File: src/rtl/mem_bridge_if.sv
// External memory bus: single outstanding req/ack transfer.
// The bridge drives the request side (master); the memory answers (slave).
interface mem_bridge_if #(
  parameter int unsigned ADDR_WIDTH = 32
);
  logic                  bus_req;
  logic                  bus_we;
  logic [ADDR_WIDTH-1:0] bus_addr;
  logic [31:0]           bus_wdata;
  logic [31:0]           bus_rdata;
  logic                  bus_ack;

  modport master (
    output bus_req,
    output bus_we,
    output bus_addr,
    output bus_wdata,
    input  bus_rdata,
    input  bus_ack
  );

  modport slave (
    input  bus_req,
    input  bus_we,
    input  bus_addr,
    input  bus_wdata,
    output bus_rdata,
    output bus_ack
  );
endinterface

File: src/rtl/mem_bridge.sv
// Memory-access stage behind the multicycle control FSM: turns fetch/load/store strobes
// into one req/ack bus transfer, fills ir/mdr, and stalls the FSM until the access ends.
module mem_bridge #(
  parameter int unsigned ADDR_WIDTH = 32,
  parameter int unsigned TIMEOUT    = 16
) (
  input  logic                  clk,
  input  logic                  reset,
  input  logic                  ir_write,
  input  logic                  mem_read,
  input  logic                  mem_write,
  input  logic [ADDR_WIDTH-1:0] addr,
  input  logic [31:0]           wdata,
  output logic                  stall,
  output logic [31:0]           ir,
  output logic [31:0]           mdr,
  output logic                  fault,
  output logic [1:0]            fault_cause,
  mem_bridge_if.master          bus
);

  localparam int unsigned CntW = (TIMEOUT > 2) ? $clog2(TIMEOUT) : 1;

  typedef enum logic [1:0] {StIdle, StBusy, StDone, StFault} state_e;
  typedef enum logic [1:0] {KindFetch, KindLoad, KindStore} kind_e;

  state_e            state_q;
  kind_e             kind_q;
  kind_e             kind_d;
  logic [CntW-1:0]   cnt_q;
  logic              req;

  assign req = ir_write | mem_read | mem_write;

  always_comb begin
    kind_d = KindStore;
    if (ir_write) begin
      kind_d = KindFetch;
    end else if (mem_read) begin
      kind_d = KindLoad;
    end
  end

  always_comb begin
    stall = 1'b1;
    unique case (state_q)
      StIdle:  stall = req;
      StBusy:  stall = 1'b1;
      StDone:  stall = 1'b0;
      StFault: stall = 1'b1;
      default: stall = 1'b1;
    endcase
  end

  always_ff @(posedge clk) begin
    if (reset) begin
      state_q       <= StIdle;
      kind_q        <= KindFetch;
      cnt_q         <= '0;
      ir            <= '0;
      mdr           <= '0;
      fault         <= 1'b0;
      fault_cause   <= 2'b00;
      bus.bus_req   <= 1'b0;
      bus.bus_we    <= 1'b0;
      bus.bus_addr  <= '0;
      bus.bus_wdata <= '0;
    end else begin
      unique case (state_q)
        StIdle: begin
          if (req) begin
            if (addr[1:0] != 2'b00) begin
              state_q     <= StFault;
              fault       <= 1'b1;
              fault_cause <= 2'b01;
            end else begin
              state_q       <= StBusy;
              kind_q        <= kind_d;
              cnt_q         <= '0;
              bus.bus_req   <= 1'b1;
              bus.bus_we    <= (kind_d == KindStore);
              bus.bus_addr  <= addr;
              bus.bus_wdata <= wdata;
            end
          end
        end
        StBusy: begin
          // Ack is checked first so a same-cycle ack beats the timeout.
          if (bus.bus_ack) begin
            if (kind_q == KindFetch) begin
              ir <= bus.bus_rdata;
            end else if (kind_q == KindLoad) begin
              mdr <= bus.bus_rdata;
            end
            bus.bus_req <= 1'b0;
            bus.bus_we  <= 1'b0;
            state_q     <= StDone;
          end else if (cnt_q == CntW'(TIMEOUT - 1)) begin
            bus.bus_req <= 1'b0;
            bus.bus_we  <= 1'b0;
            fault       <= 1'b1;
            fault_cause <= 2'b10;
            state_q     <= StFault;
          end else begin
            cnt_q <= cnt_q + 1'b1;
          end
        end
        StDone:  state_q <= StIdle;
        StFault: state_q <= StFault;
        default: state_q <= StIdle;
      endcase
    end
  end

endmodule

File: src/flat_wrapper.sv
// flat-port wrapper written by rule: the top's interface ports become plain ports
module mem_bridge_flat 
#(
  parameter int unsigned ADDR_WIDTH = 32,
  parameter int unsigned TIMEOUT    = 16
)
  (clk, reset, ir_write, mem_read, mem_write, addr, wdata, stall, ir, mdr, fault, fault_cause, bus_bus_req, bus_bus_we, bus_bus_addr, bus_bus_wdata, bus_bus_rdata, bus_bus_ack);
  mem_bridge_if #(.ADDR_WIDTH(ADDR_WIDTH)) bus_i ();
  input  logic clk;
  input  logic reset;
  input  logic ir_write;
  input  logic mem_read;
  input  logic mem_write;
  input  logic [ADDR_WIDTH-1:0] addr;
  input  logic [31:0] wdata;
  output logic stall;
  output logic [31:0] ir;
  output logic [31:0] mdr;
  output logic fault;
  output logic [1:0] fault_cause;
  output wire logic [$bits(bus_i.bus_req)-1:0] bus_bus_req;
  output wire logic [$bits(bus_i.bus_we)-1:0] bus_bus_we;
  output wire logic [$bits(bus_i.bus_addr)-1:0] bus_bus_addr;
  output wire logic [$bits(bus_i.bus_wdata)-1:0] bus_bus_wdata;
  input wire logic [$bits(bus_i.bus_rdata)-1:0] bus_bus_rdata;
  input wire logic [$bits(bus_i.bus_ack)-1:0] bus_bus_ack;
  assign bus_bus_req = bus_i.bus_req;
  assign bus_bus_we = bus_i.bus_we;
  assign bus_bus_addr = bus_i.bus_addr;
  assign bus_bus_wdata = bus_i.bus_wdata;
  assign bus_i.bus_rdata = bus_bus_rdata;
  assign bus_i.bus_ack = bus_bus_ack;
  mem_bridge #(.ADDR_WIDTH(ADDR_WIDTH), .TIMEOUT(TIMEOUT)) u_core (.clk(clk), .reset(reset), .ir_write(ir_write), .mem_read(mem_read), .mem_write(mem_write), .addr(addr), .wdata(wdata), .stall(stall), .ir(ir), .mdr(mdr), .fault(fault), .fault_cause(fault_cause), .bus(bus_i));
endmodule
File: config.mk
export PLATFORM = sky130hd
export DESIGN_NAME = mem_bridge_flat
export DESIGN_NICKNAME = d
export VERILOG_FILES = /design/src/rtl/mem_bridge_if.sv /design/src/rtl/mem_bridge.sv /design/src/flat_wrapper.sv
export SDC_FILE = /design/constraint.sdc
export NUM_CORES = 1
export LEC_CHECK = 0
export CAP_MARGIN = 10
export CORE_MARGIN = 2
export CORE_UTILIZATION = 37
export DETAILED_ROUTE_END_ITERATION = 8
export PLACE_DENSITY_LB_ADDON = 0.12
export SLEW_MARGIN = 20
export SYNTH_ARGS = -nofsm -noshare
export SYNTH_HDL_FRONTEND = slang
export SYNTH_SLANG_ARGS = --single-unit
File: constraint.sdc
create_clock -name clk -period 1.7 [get_ports clk]
set_clock_uncertainty 0.05 [all_clocks]
set_input_delay 0.34 -clock clk [delete_from_list [all_inputs] [get_ports clk]]
set_output_delay 0.34 -clock clk [all_outputs]
set_load 0.05 [all_outputs]
* Word-level counts from Yosys, hierarchy flattened
Index checks and enable logic that the tools add are counted.
** Word-level totals
- Flip-flop bits (word level) :: 141
- Bits of input ports :: 102
- Output and inout bits :: 134
** Cells by class
- $add $sub $neg :: 1
- Equal/unequal tests :: 13
- Multiplexer cells :: 31
- Bitwise operators :: 4
- Reduce and logical (&&, ||, !) cells :: 12
** Operator list (number)
- $mux 2 :: 10
- $mux 4 :: 4
- $mux 1 :: 10
- $reduce_and 5->1 :: 2
- $pmux 2 s4 :: 1
- $pmux 4 s2 :: 1
- $reduce_and 4->1 :: 2
- $eq 2x2->1 const B :: 3
- $ne 2x1->1 const B :: 3
- $ne 2x2->1 const B :: 3
- $pmux 1 s2 :: 3
- $reduce_and 3->1 :: 2
- $add 4x1->4 const B :: 1
- $eq 2x1->1 const B :: 2
- $eq 4x4->1 const B :: 1
- $logic_not 2->1 :: 2
- $pmux 2 s2 :: 1
- $reduce_bool 2->1 :: 2
- $ne 3x2->1 const B :: 1
- $pmux 1 s3 :: 1
- $not 1->1 :: 2
- $or 1x1->1 :: 2
- $reduce_and 2->1 :: 1
- $reduce_or 2->1 :: 1

* Depth between registers and ports, before layout
Gate-level depths: netlist of run 1.
- Depth in word-level cells :: 6
- Gate-level depth with buffers :: 7

* Worst setup path after synthesis of run 1
No wires, ideal clock.
- Path type :: input-to-reg
- From :: in mem_write
- To :: reg u_core.bus.bus_addr[31]
- Arrival :: 1.412 ns
- Data required time :: 1.518 ns
- Slack :: 0.106 ns
- Stages on the path :: 7
- Cell sequence :: or3_1 -> buf_2 -> and2_1 -> buf_2 -> buf_2 -> nand2_1 -> a21oi_1
** Between the ends
- Word-level cells in the longest chain between the ends :: 2
** Ends and longest elaborated chain
- start, declared :: RTL line flat_wrapper.sv:13 : input logic mem_write;
- $or 1x1->1 :: RTL line mem_bridge.sv:33 : assign req = ir_write | mem_read | mem_write;
- $reduce_and 3->1 (no source line)
- end signal, assigned :: RTL line mem_bridge.sv:82 : bus.bus_addr <= addr;
- end, declared :: RTL line mem_bridge_if.sv:16 : output bus_addr,
No other way between the ends.
A chain may end at the register's enable or synchronous reset.

* Final worst setup path of run 1
- From :: in ir_write
- To :: out stall
** Between the ends
- Word-level cells in the longest chain between the ends :: 3
** Ends and longest elaborated chain
- start, declared :: RTL line flat_wrapper.sv:11 : input logic ir_write;
- $or 1x1->1 (2 in a row) :: RTL line mem_bridge.sv:33
- $pmux 1 s3 :: RTL line mem_bridge.sv:46 : unique case (state_q)
- end, declared :: RTL line flat_wrapper.sv:16 : output logic stall;
No other way between the ends.

==> results of run 1 <==
## cell usage in the layout, fill, tap and decap left out, types with 2 or more instances in the layout
cell type and count:
o22ai_1 2, buf_12 7, bufinv_16 3, nand2b_1 4
buf_4 161, nor3b_1 4, buf_6 2, clkdlybuf4s50_1 97
a21oi_1 133, nand2_1 255, nand3_1 2, clkinv_2 4
clkbuf_16 17, nor3_1 7, dfxtp_4 2, nor2_1 10
o31ai_1 2, dfxtp_1 139, clkbuf_8 4, clkdlybuf4s15_1 2
## critical path, cell delays in order
cell and delay [ps]:
dlygate4sd2_1 240, or3_4 330, a21o_1 200, buf_6 150
## synth_stat cells (2+ instances only)
cell type	n	area share, %
nand3_1	2	0.20
clkbuf_1	25	1.9
o22ai_1	2	0.25
nor2_1	10	0.75
and2_1	2	0.25
nor3_1	7	0.70
nand2_1	255	19
a21oi_1	133	13
buf_1	7	0.52
buf_2	14	1.4
dfxtp_1	141	56
o31ai_1	2	0.30
nand2b_1	4	0.50
nor3b_1	4	0.60
inv_1	2	0.15
## timing repair
action                                  4_1_cts  5_1_grt
pin swaps                                     2        2
setup buffers                                 2        0
resized for setup                            10        5
endpoints found under the setup margin        1        3
## kinds of logic after synthesis
kind of cell	after synthesis	share of synthesized area, %
simple gates	294	24.06
xor+xnor	1	0.1749
flops	141	56.37
compound gates	144	14.99
fa+ha+maj	1	0.2498
mux	1	0.1999
buf+inv	48	3.948
## per-layer routing
metal / track usage [%] / wire [µm] / vias to the layer above / part of all wire, %
met5: 0 / 0 / - / 0
met4: 8.067 / 274 / 0 / 1.8
met3: 5.755 / 801 / 22 / 5.3
met2: 35.12 / 7770 / 154 / 51
met1: 23.48 / 6323 / 2317 / 42
li1: - / - / 2536 / -
## stage by stage
stage | area, µm² | power (mW) | util (%) | cells | hold WS (ps)
after floorplan | 5007 | 4.345 | - | 630 | 426.0
after global placement | 7391 | 4.947 | 55.81 | 1028 | 392.0
after detailed placement | 7391 | 4.969 | 55.81 | 1028 | 396.6
after CTS | 8039 | 8.808 | 60.70 | 1062 | 219.4
after global routing | 8051 | 9.083 | 60.80 | 1062 | 227.8
final | 8051 | 8.727 | 60.80 | 1062 | 233.7
## flip-flops by register name, summed over array words and instances (netlist names)
name,cells
u_core.bus.bus_addr,32
u_core.bus.bus_req,1
u_core.bus.bus_wdata,32
u_core.bus.bus_we,1
u_core.cnt_q,4
u_core.fault,1
u_core.fault_cause,2
u_core.ir,32
u_core.kind_q,2
u_core.mdr,32
u_core.state_q,2
## final cells by class
| cell class | count | area (µm²) |
|---|---|---|
| tap | 176 | 220.2 |
| timing repair buffer | 270 | 2371 |
| sequential | 141 | 2830 |
| clock inverter | 10 | 135.1 |
| clock buffer | 22 | 484.2 |
| multi-input combinational | 441 | 2001 |
| fill | 1233 | 5191 |
| inverter | 2 | 10.01 |
## path summary, 6_finish.rpt
kind                                                               to  depth (start not counted)  slack (ps)                            startpoint
worst max-delay path                                            stall                          4          50                              ir_write
worst min-delay path            u_core.bus.bus_wdata[22]$_SDFFE_PP0P_                          2         230                                 reset
worst max register to register            u_core.mdr[27]$_SDFFE_PP0P_                          6          80        u_core.state_q[1]$_SDFFE_PP0P_
worst min register to register   u_core.bus.bus_addr[18]$_SDFFE_PP0P_                          2         400  u_core.bus.bus_addr[18]$_SDFFE_PP0P_
## power groups by stage
stage | Combinational (mW) | Clock (mW) | Sequential [mW]
floorplan | 0.371 | 0 | 3.97
global placement | 1.37 | 0 | 3.58
detailed placement | 1.38 | 0 | 3.59
CTS | 1.40 | 3.89 | 3.52
global route | 1.48 | 4.07 | 3.53
finish | 1.39 | 3.81 | 3.52
==> out/results.txt, run 1 <==
Total Routing Usage GR = 20.22%
Die W = 120.3 µm
Reg clk slew, reported paths = 60 ps
Initial Util = 37.81%
n_diodes = 0
Syn Nets = 733
vias per cell = 4.735
Syn. warnings = 0
post-route ant nets = 0
Seq/Total Area, Yosys = 56.37%
Final Worst Setup Slack = 48.29 ps
first-pass GRT wire length = 22.89 mm
Synth cell types = 35
global route total overflow = 0
critical path class = in -> out
crit path launch type = input pin
ys flop type = dfxtp_1
Synth Instances = 630
Pint = 6.465 mW
Final Hold Fails = 0
CP Data Arrival Time = 1260 ps
largest net degree at the start of global routing = 64
final max-slew violation count = 0
Mapped Area = 5007 µm²
status = completed
LEAKAGE = 3.220 nW
class of the worst hold path = in -> reg
worst rel slew slack = 81.02%
# IOs = 236
clock network fraction of total power = 43.7%
DRT Pass-1 Iters = 4
worst vdd ir = 535.6 µV
CP Max Fanout = 2
total CTS buffers = 17
Wirelength per Cell = 14.28 µm
layout cells sized above 1 = 24.04%
final wirelength = 15.17 mm
TritonCTS clock tree = built
antenna violations before repair = 0
GP Congestion = 0.8390
FFs w/ async S/R, synth = 0%
crit path capture type = output pin
hpwl dp = 10.54 mm
pre-CTS WS = -336.5 ps
row cnt = 42
RSZ-0062 raised after global routing = yes
net count reported at finish = 976
Worst Max-Slew Pin Slew = 284.7 ps
PortBufs = 235
Net Sw Frac = 25.92%
Die Ht = 120.3 µm
Worst EP required = 1310 ps
post-route setup TNS = 0 ps
routed vias = 5029
Seq pwr share = 40.3%
hold_buf cts = 0
Logic pwr share = 16.0%
clock sink count = 141
max cap viols = 0
residual DRC count = 0
# setup viols final = 0
Initial DRC Count = 299
P_sw = 2.262 mW
Pwr Density = 1084 nW/µm²
Clock Latency Late Sink = 410 ps
Period minus WS final = 1652 ps
#FFs+latches synth = 141
Final Cycle Share = 97.16%
Synth Area per Inst = 7.948 µm²
Layout area overhead = 60.79%
vias in the first global route = 4618
Max clock buf depth = 2
H-tree depth = 4
EDFF count, synth = 0
CORE AREA = 13240 µm²
Die Area = 14480 µm²
fmax = 605.4 MHz
CTS Root Cell = clkbuf_16
Note: power is estimated with default switching activity, not from simulation.
==> run 2: changes to the inputs <==
Settings changed: CELL_PAD_IN_SITES_DETAIL_PLACEMENT set to 1, CELL_PAD_IN_SITES_GLOBAL_PLACEMENT set to 2, CORE_UTILIZATION 37 to 20.
==> out/results.txt, run 2 (synthesis gave the netlist of run 1 again) <==
Total Routing Usage GR = 14.36%
PortBufs = 235
net count reported at finish = 979
residual DRC count = 0
Initial Util = 20.47%
most frequent cells in the layout = nand2_1 (255), buf_4 (149), dfxtp_1 (139)
row cnt = 57
CP Max Fanout = 2
dpl cell area = 7689 µm²
vias per cell = 4.264
vias in the first global route = 5420
Period minus WS final = 1690 ps
max cap viols = 0
final wirelength = 19.71 mm
# setup viols final = 0
Final Hold Fails = 0
R2R Path Start = u_core.state_q[1]$_SDFFE_PP0P_
Die Area = 26320 µm²
Worst EP required = 1310 ps
Hold Crit Start = reset
DRT Pass-1 Iters = 4
hold_buf cts = 0
status = completed
crit path launch type = input pin
crit-path max cell delay = 390 ps
Max clock buf depth = 2
critical path class = in -> out
commonest non-fill, non-tap cell in the layout = nand2_1
# IOs = 236
critical path, cell by cell = dlygate4sd2_1 > or3_4 > a21o_1 > buf_6
GP Congestion = 0.7477
worst rel slew slack = 70.75%
CP startpoint = ir_write
final max-slew violation count = 0
Clock Latency Late Sink = 410 ps
CP Data Arrival Time = 1300 ps
n_diodes = 0
CTS Root Cell = clkbuf_16
hpwl dp = 13.58 mm
CORE AREA = 24460 µm²
Die W = 162.2 µm
largest net degree at the start of global routing = 48
Reg clk slew, reported paths = 70 ps
RSZ-0062 raised after global routing = yes
global route total overflow = 0
TritonCTS clock tree = built
antenna violations before repair = 0
crit path capture type = output pin
worst vdd ir = 481.9 µV
Wirelength per Cell = 16.24 µm
H-tree depth = 4
total CTS buffers = 17
LEAKAGE = 3.299 nW
Pwr Density = 1059 nW/µm²
Worst Max-Slew Pin Slew = 434.8 ps
Initial DRC Count = 177
fmax = 591.8 MHz
slowest CP cell = or3_4
Final Cell Area = 8506 µm²
Die Ht = 162.2 µm
layout cells sized above 1 = 25.31%
fin util = 34.77%
Layout area overhead = 69.87%
Final Cycle Share = 99.40%
routed vias = 5172
first-pass GRT wire length = 29.61 mm
R2R setup slack = 50 ps
clock sink count = 141
class of the worst hold path = in -> reg
post-route ant nets = 0
-- run 2: changes by cell type in the layout (fill, tap and decap cells not counted), sizes merged, moves of 2 or more --
cell / change
dlygate4sd2: +2
inv: +3
clkbuf: +2
clkdlybuf4s15: -2
clkinv: -3
-- run 2: path summary, 6_finish.rpt --
check	cells after the start	end
setup / recovery	4	stall
hold / removal	2	u_core.bus.bus_wdata[15]$_SDFFE_PP0P_
setup reg to reg	5	u_core.cnt_q[2]$_SDFFE_PP0P_
hold reg to reg	2	u_core.bus.bus_wdata[8]$_SDFFE_PP0P_
-- run 2: worst max-delay path, delay by kind of cell --
family / cells / cell delay [ps]
simple gates: 1 / 390
buf+inv: 2 / 400
compound gates: 1 / 170
-- run 2: final cells by class --
cell class                 count  area [µm²]
timing repair buffer         273        2599
fill                        2889       15960
inverter                       2       7.507
clock buffer                  20       436.7
clock inverter                12       183.9
sequential                   141        2825
multi-input combinational    441        2048
tap                          324       405.4
-- run 2: through the flow --
stage | cells | power (mW) | setup TNS, ps | setup WS, ps | hold slack (ps)
2_1_floorplan | 630 | 4.345 | 0 | 106.1 | 426.0
3_3_place_gp | 1172 | 5.025 | -31800 | -333.5 | 393.0
3_5_place_dp | 1172 | 5.050 | -37440 | -362.3 | 397.4
4_1_cts | 1206 | 9.123 | -8.847 | -8.847 | 250.7
5_1_grt | 1213 | 9.416 | -279.1 | -41.26 | 272.9
6_report | 1213 | 9.009 | 0 | 10.19 | 271.0
-- run 2: what timing repair did --
action / 4_1_cts / 5_1_grt
cloned: 0 / 4
hold endpoints to repair: 0 / 0
pin swaps: 3 / 5
setup endpoints to repair: 1 / 123
setup buffers: 2 / 3
resized for setup: 6 / 18
-- run 2: layer usage --
layer / vias to the layer above / GRT usage [%] / part of all wire (%)
li1: 2549 / - / -
met1: 2480 / 17.04 / 43
met2: 124 / 25.44 / 50
met3: 19 / 3.473 / 4.8
met4: 0 / 4.666 / 1.6
met5: - / 0 / 0
-- run 2: power breakdown --
part / leakage, nW / internal [mW] / total [mW] / switching, mW
Sequential: 1.14 / 3.44 / 3.52 / 0.0857
Combinational: 1.86 / 0.627 / 1.51 / 0.879
Clock: 0.296 / 2.48 / 3.98 / 1.50
==> run 3: changes to the inputs <==
Settings changed: CORE_ASPECT_RATIO set to 1.5, CORE_MARGIN 2 to 1.
==> out/results.txt, run 3 (synthesis gave the netlist of run 1 again) <==
class of the worst hold path = in -> reg
H-tree depth = 4
worst rel slew slack = 70.30%
final max-slew violation count = 0
R2R depth = 5
pre-CTS WS = -458.3 ps
Initial Util = 20.42%
gr busiest metal = met2
critical path class = reg -> out
Worst R2R End = u_core.cnt_q[2]$_SDFFE_PP0P_
routed vias = 5148
PortBufs = 235
Hold Crit Start = mem_write
vias in the first global route = 5565
fmax = 611.4 MHz
Total Routing Usage GR = 15.09%
Period minus WS final = 1635 ps
global routing usage on met3 = 5.659%
Final Worst Setup Slack = 64.51 ps
layout cells sized above 1 = 24.52%
fin cells = 1214
Final Hold Fails = 0
Worst Max-Slew Pin Slew = 445.5 ps
residual DRC count = 0
fin util = 33.65%
total placed cells including tap cells = 1175
GP Congestion = 0.7395
total CTS buffers = 17
Die W = 131.2 µm
R2R setup slack = 70 ps
M2 GR Usage = 28.03%
commonest non-fill, non-tap cell in the layout = nand2_1
Fin Hold WS = 265.4 ps
# setup viols final = 0
DRT Pass-1 Iters = 4
Max clock buf depth = 2
clock sink count = 141
crit path launch type = flip-flop
Wirelength per Cell = 15.70 µm
Die Area = 25690 µm²
Die Ht = 195.8 µm
Layout area overhead = 64.82%
global route total overflow = 0
Worst EP required = 1310 ps
final wirelength = 19.06 mm
Clock Latency Late Sink = 430 ps
CP Max Fanout = 3
LEAKAGE = 3.234 nW
most frequent cells in the layout = nand2_1 (255), buf_4 (162), dfxtp_1 (139)
Pwr Total = 8.639 mW
net count reported at finish = 979
largest net degree at the start of global routing = 65
hpwl dp = 13.36 mm
Initial DRC Count = 144
Endpoint, Worst Hold = u_core.kind_q[1]$_SDFFE_PP0P_
TritonCTS clock tree = built
first-pass GRT wire length = 30.05 mm
hold path depth = 4
status = completed
row cnt = 70
worst vdd ir = 678.4 µV
CP Data Arrival Time = 1250 ps
# IOs = 236
routing usage on met1 = 14.86%
Final Cycle Share = 96.21%
CTS Root Cell = clkbuf_16
Reg clk slew, reported paths = 60 ps
R2R Path Start = u_core.state_q[1]$_SDFFE_PP0P_
post-route ant nets = 0
crit path capture type = output pin
vias per cell = 4.241
CORE AREA = 24520 µm²
antenna violations before repair = 1
Pwr Density = 1047 nW/µm²
RSZ-0062 raised after global routing = no
max cap viols = 0
Filler Cell Count = 2908
==> run 3: how the worst max path moves through the flow <==
stage	endpoint	from	cells past startpoint
final	stall	u_core.state_q[1]$_SDFFE_PP0P_	4
after global routing	stall	u_core.state_q[1]$_SDFFE_PP0P_	4
after detailed placement	u_core.bus.bus_addr[24]$_SDFFE_PP0P_	addr[0]	6
after floorplan	u_core.bus.bus_addr[31]$_SDFFE_PP0P_	mem_write	7
after global placement	u_core.bus.bus_wdata[7]$_SDFFE_PP0P_	addr[0]	6
after CTS	stall	u_core.state_q[1]$_SDFFE_PP0P_	4
==> run 3: final cells by class <==
cell class	count	area [µm²]	share of cell area, %
antenna	1	2.502	0.03032
clock buffer	27	533.0	6.458
clock inverter	5	52.55	0.6367
inverter	2	10.01	0.1213
multi-input combinational	441	2009	24.35
sequential	141	2828	34.26
tap	324	405.4	4.912
timing repair buffer	273	2412	29.23
==> run 3: repair_timing <==
| item | CTS | global route |
|---|---|---|
| gates cloned | 0 | 1 |
| endpoints found under the setup margin | 57 | 24 |
| resized for setup | 13 | 8 |
| hold buffers | 0 | 0 |
| pin swaps | 4 | 2 |
| buffers inserted | 4 | 1 |
==> run 3: power breakdown <==
part	total (mW)	switching, mW	internal [mW]	leakage (nW)
clock	3.67	1.39	2.28	0.289
combinational	1.45	0.866	0.581	1.80
sequential	3.52	0.0803	3.44	1.14
total	8.64	2.34	6.30	3.23
==> run 3: metrics by stage <==
stage	area, µm²	TNS (ps)
after global routing	8253	0
after global placement	7581	-40540
after detailed placement	7581	-46660
after floorplan	5007	0
final	8253	0
after CTS	8209	0
==> run 3: critical path, cell delays in order (launching register included) <==
cell     delay, ps
dfxtp_4        370
buf_6          110
inv_4           30
a21o_1         160
buf_6          150
==> run 3: metal layers <==
metal / vias to the layer above / wire length (µm) / part of all wire, %
met4: 0 / 326 / 1.7
met5: - / 0 / 0
li1: 2542 / - / -
met2: 154 / 10180 / 53
met3: 22 / 1471 / 7.7
met1: 2430 / 7081 / 37
